--- src/rtl/toy_bus_arb_node_lsu_req_pkg.sv ---
// Shared ToyBusReq definitions: default field widths, payload layout and the
// 2:1 round-robin grant helper used by the arbiter.
package toy_bus_arb_node_lsu_req_pkg;

  localparam int DEF_ADDR_W = 32;
  localparam int DEF_STRB_W = 32;
  localparam int DEF_DATA_W = 256;
  localparam int DEF_ID_W   = 4;
  localparam int DEF_SB_W   = 10;

  localparam int DEF_REQ_W  = DEF_ADDR_W + DEF_STRB_W + DEF_DATA_W + 1
                            + DEF_ID_W + DEF_ID_W + DEF_SB_W;

  // Field order matches the flat payload concat used inside the arbiter node.
  typedef struct packed {
    logic [DEF_ADDR_W-1:0] addr;
    logic [DEF_STRB_W-1:0] strb;
    logic [DEF_DATA_W-1:0] data;
    logic                  opcode;
    logic [DEF_ID_W-1:0]   src_id;
    logic [DEF_ID_W-1:0]   tgt_id;
    logic [DEF_SB_W-1:0]   sideband;
  } toy_bus_req_t;

  localparam logic PTR_IN0 = 1'b0;
  localparam logic PTR_IN1 = 1'b1;

  // One-hot grant; with both requesting, ptr names the input that wins.
  function automatic logic [1:0] rr_grant2(input logic [1:0] req, input logic ptr);
    logic [1:0] gnt;
    gnt = req;
    if (&req) begin
      gnt = (ptr == PTR_IN1) ? 2'b10 : 2'b01;
    end
    return gnt;
  endfunction

endpackage

--- src/rtl/toy_bus_arb_node_lsu_req_rr_arb2.sv ---
// Two-requester round-robin arbiter: combinational grant plus the priority
// pointer, which flips to the losing side on every accepted request.
module toy_bus_rr_arb2
  import toy_bus_arb_node_lsu_req_pkg::*;
(
  input  logic       clk,
  input  logic       rst_n,
  input  logic [1:0] req_i,
  input  logic       free_i,
  output logic [1:0] gnt_o
);

  logic ptr_d;
  logic ptr_q;

  assign gnt_o = rr_grant2(req_i, ptr_q);

  // A granted request is always accepted when the stage is free, so any
  // request while free means a handshake this cycle.
  always_comb begin
    ptr_d = ptr_q;
    if (free_i && (|req_i)) begin
      ptr_d = ~gnt_o[1];
    end
  end

  always_ff @(posedge clk or negedge rst_n) begin
    if (!rst_n) begin
      ptr_q <= PTR_IN0;
    end else begin
      ptr_q <= ptr_d;
    end
  end

endmodule

--- src/rtl/toy_bus_arb_node_lsu_req.sv ---
// 2:1 round-robin merge of ToyBusReq sources into one registered output stage
// (1-cycle latency, full throughput, ready never depends combinationally on out_vld->in_vld).
module toy_bus_arb_node_lsu_req
  import toy_bus_arb_node_lsu_req_pkg::*;
#(
  parameter int ADDR_W = DEF_ADDR_W,
  parameter int STRB_W = DEF_STRB_W,
  parameter int DATA_W = DEF_DATA_W,
  parameter int ID_W   = DEF_ID_W,
  parameter int SB_W   = DEF_SB_W
) (
  input  logic              clk,
  input  logic              rst_n,

  input  logic              in0_vld,
  output logic              in0_rdy,
  input  logic [ADDR_W-1:0] in0_addr,
  input  logic [STRB_W-1:0] in0_strb,
  input  logic [DATA_W-1:0] in0_data,
  input  logic              in0_opcode,
  input  logic [ID_W-1:0]   in0_src_id,
  input  logic [ID_W-1:0]   in0_tgt_id,
  input  logic [SB_W-1:0]   in0_sideband,

  input  logic              in1_vld,
  output logic              in1_rdy,
  input  logic [ADDR_W-1:0] in1_addr,
  input  logic [STRB_W-1:0] in1_strb,
  input  logic [DATA_W-1:0] in1_data,
  input  logic              in1_opcode,
  input  logic [ID_W-1:0]   in1_src_id,
  input  logic [ID_W-1:0]   in1_tgt_id,
  input  logic [SB_W-1:0]   in1_sideband,

  output logic              out_vld,
  input  logic              out_rdy,
  output logic [ADDR_W-1:0] out_addr,
  output logic [STRB_W-1:0] out_strb,
  output logic [DATA_W-1:0] out_data,
  output logic              out_opcode,
  output logic [ID_W-1:0]   out_src_id,
  output logic [ID_W-1:0]   out_tgt_id,
  output logic [SB_W-1:0]   out_sideband
);

  localparam int REQ_W = ADDR_W + STRB_W + DATA_W + 1 + ID_W + ID_W + SB_W;

  logic [REQ_W-1:0] in0_req;
  logic [REQ_W-1:0] in1_req;
  logic [REQ_W-1:0] sel_req;
  logic [REQ_W-1:0] req_d;
  logic [REQ_W-1:0] req_q;
  logic             out_vld_d;
  logic             out_vld_q;
  logic             free;
  logic             load;
  logic [1:0]       gnt;

  assign in0_req = {in0_addr, in0_strb, in0_data, in0_opcode, in0_src_id, in0_tgt_id, in0_sideband};
  assign in1_req = {in1_addr, in1_strb, in1_data, in1_opcode, in1_src_id, in1_tgt_id, in1_sideband};

  // Stage can take a new request when empty or being emptied this cycle.
  assign free = !out_vld_q || out_rdy;

  toy_bus_rr_arb2 u_arb (
    .clk    (clk),
    .rst_n  (rst_n),
    .req_i  ({in1_vld, in0_vld}),
    .free_i (free),
    .gnt_o  (gnt)
  );

  assign in0_rdy = free && gnt[0];
  assign in1_rdy = free && gnt[1];
  assign load    = (in0_vld && in0_rdy) || (in1_vld && in1_rdy);

  always_comb begin
    sel_req   = gnt[1] ? in1_req : in0_req;
    out_vld_d = out_vld_q;
    req_d     = req_q;
    if (free) begin
      out_vld_d = load;
      if (load) begin
        req_d = sel_req;
      end
    end
  end

  always_ff @(posedge clk or negedge rst_n) begin
    if (!rst_n) begin
      out_vld_q <= 1'b0;
      req_q     <= '0;
    end else begin
      out_vld_q <= out_vld_d;
      req_q     <= req_d;
    end
  end

  assign out_vld = out_vld_q;
  assign {out_addr, out_strb, out_data, out_opcode, out_src_id, out_tgt_id, out_sideband} = req_q;

endmodule
--- config.mk ---
export PLATFORM = sky130hd
export DESIGN_NAME = toy_bus_arb_node_lsu_req
export DESIGN_NICKNAME = d
export VERILOG_FILES = /design/src/rtl/toy_bus_arb_node_lsu_req_pkg.sv /design/src/rtl/toy_bus_arb_node_lsu_req_rr_arb2.sv /design/src/rtl/toy_bus_arb_node_lsu_req.sv
export SDC_FILE = /design/constraint.sdc
export NUM_CORES = 1
export LEC_CHECK = 0
export ABC_AREA = 1
export CAP_MARGIN = 20
export CORE_AREA = 2 2 397 399
export DETAILED_ROUTE_END_ITERATION = 8
export DIE_AREA = 0 0 399 401
export PLACE_DENSITY = 0.42
export REMOVE_ABC_BUFFERS = 1
export SLEW_MARGIN = 20
export SYNTH_ARGS = -nofsm -noshare
export SYNTH_HDL_FRONTEND = slang
export SYNTH_SLANG_ARGS = --single-unit
--- constraint.sdc ---
create_clock -name clk -period 1.9 [get_ports clk]
set_input_delay 0.285 -clock clk [delete_from_list [all_inputs] [get_ports clk]]
set_output_delay 0.285 -clock clk [all_outputs]
set_load 0.02 [all_outputs]
==> flow_summary.toml <==
[global_route]
track_usage = 0.1365
grt_pass1_vias = 22270
grt_pass1_wl_um = 159400
grt_remaining_overflow = 0
grt_max_degree = 54
antenna_found_initial = 9

[sta]
post-route-period-util = 0.9492
relSlewSlack = 0.6407
skew_ns = 0.01087
slew_viol_final = 0
rsz0062_at_grt = "no"
final.min_clock_period_ns = 1.803
setup_viol = 0
timing_hold_violations_final = 0
tightest_slew_ns = 0.5390
fmax_mhz = 554.5

[finish]
utilization = 0.2213
fin_area_um2 = 34440
final_layout_size_suffix_gt1_frac = 0.07173
nNetsFinal = 4664
final_cells = 6079
area_growth_pct = 79.19
final_cell_mix = "nand2_1 (1019), clkdlybuf4s50_1 (680), inv_1 (679)"
final_common_cell = "nand2_1"

[min_path]
hold_class = "in2async"

[setup_path]
critPathLaunchType = "register"
crit_chain = "inv_2 > nor2_4 > buf_4 > nor2_1 > buf_4"
worst_path_most_repeated_cell = "buf_4"
cp.arrival_ns = 1.52
r2r_start = "out_vld$_DFFE_PN0P_"
cp_slowest_cell = "dfrtp_1"
r2r-end = "req_q[287]$_DFFE_PN0P_"
critical_path_class = "reg2out"
r2r_slack_ns = 0.18
cp-end-kind = "primary output"
max_stage_delay_ns = 0.40
critPathRequiredTime_ns = 1.62
r2r_cells = 9
worst-path-buf-inv = 3
cp_top_family = "flip-flops"
crit_path_max_fanout = 2

[power_and_ir_drop]
p_leak_uw = 0.01861
ir_drop_mv = 0.5520
power_density_nw_per_um2 = 809.3

[floorplan]
num_rows = 145
initial_core_util = 0.1235
die_w_um = 399
coreArea_um2 = 155700
pin_count = 1025
die_h_um = 401
dieArea_um2 = 160000

[synth]
syn_area_um2 = 19220
seq_area_frac_synth = 0.4440
ys_warn_count = 0
synth.avg_cell_area_um2 = 6.594
ys_seq_elements = 341
syn_inst = 2915
synth.distinct_cells = 13

[route]
routed_wirelength_um = 113000
vias_per_cell = 3.615
vias = 21970
drt-wirelength-per-cell_um = 18.59
drcViolationCount = 0
dr.pass1.iters = 5
first_iter_violations = 1211
drt.antenna.violating_nets = 0

[placed_design]
place_congestion = 0.9149
dp.cells = 5985
hpwlAfterDp_um = 92080
dpl_cell_area_um2 = 33180
portBuffers = 1024

[clock_tree]
tritoncts = "yes"
cts_root_buf = "clkbuf_16"
clkLatencyLatePin_ns = 0.60
cts_sinks = 341
cts_buffer_depth = 3
path_clk_slew_ns = 0.06
numCtsBuffers = 48
cts.htree.levels = 2

[outcome]
status = "finished clean"

[job]
max-cap-violations = 0
[synthesized netlist by cell type]
library cell,instances,share of area
buf_1,9,0.0018
buf_2,123,0.032
buf_4,1,0.00039
clkbuf_1,53,0.010
dfrtp_1,341,0.44
inv_1,682,0.13
inv_2,1,0.00020
nand2_1,1020,0.20
nand2_2,1,0.00033
nand3_1,679,0.18
nor2_1,2,0.00039
nor2_4,2,0.0012
o21ai_0,1,0.00026
[state kept, by name (all words and copies together) (netlist names)]
| signal | flops |
|---|---|
| u_arb.ptr_q | 1 |
| out_vld | 1 |
| req_q | 339 |
[cell type report]
class / instances / area, µm²
Antenna cell: 6 / 15.01
Clock buffer: 75 / 1484
Clock inverter: 9 / 102.6
Fill cell: 17590 / 121200
Inverter: 683 / 2571
Multi-Input combinational cell: 1705 / 7302
Sequential cell: 341 / 8534
Tap cell: 2058 / 2575
Timing Repair Buffer: 1202 / 11860
[routing by layer]
metal / routed length (µm) / track usage
met5: 34 / 0
met4: 2432 / 0.03383
met3: 7913 / 0.03425
met2: 56900 / 0.2441
met1: 45720 / 0.1612
[through the flow]
step / worst slack (ns) / total power, µW / TNS [ns] / hold slack (ns)
global placement: -0.4618 / 19760 / -72.48 / 0.2807
finish: 0.09650 / 27870 / 0 / 0.2703
global route: 0.003992 / 29510 / 0 / 0.2319
CTS: -0.06176 / 28570 / -0.06176 / 0.2221
floorplan: -11.16 / 13180 / -3558.18 / -0.01059
detailed placement: -0.4255 / 19740 / -71.99 / 0.2865
[logic make-up after synthesis]
| logic type | after synthesis | synth area share |
|---|---|---|
| compound gates | 1 | 0.0002601 |
| simple gates | 1704 | 0.3779 |
| flops | 341 | 0.4440 |
| buf+inv | 869 | 0.1779 |
[power by group]
group | switching, µW | leakage [µW] | internal [µW]
registers | 762 | 0.00411 | 8430
clock network | 3700 | 0.000787 | 5580
logic | 5500 | 0.0137 | 3890
total | 9970 | 0.0186 | 17900
[repair_timing]
item                                    CTS  global route
setup buffers                             1             1
hold buffers                              2             0
pin swaps                                 1             1
resized for setup                       344             6
endpoints found under the setup margin  322             4
endpoints found under the hold margin    80             0
[worst max path at each step]
| stage | from | to | slack, ns | cells past startpoint |
|---|---|---|---|---|
| floorplan | u_arb.ptr_q$_DFFE_PN0P_ | in1_rdy | -11.16 | 4 |
| global placement | out_rdy | in0_rdy | -0.46 | 6 |
| detailed placement | out_rdy | in0_rdy | -0.43 | 6 |
| CTS | out_vld$_DFFE_PN0P_ | in0_rdy | -0.06 | 6 |
| global route | out_vld$_DFFE_PN0P_ | in1_rdy | 0.004 | 5 |
| finish | out_vld$_DFFE_PN0P_ | in1_rdy | 0.1 | 5 |
Note: power is estimated with default switching activity, not from simulation.
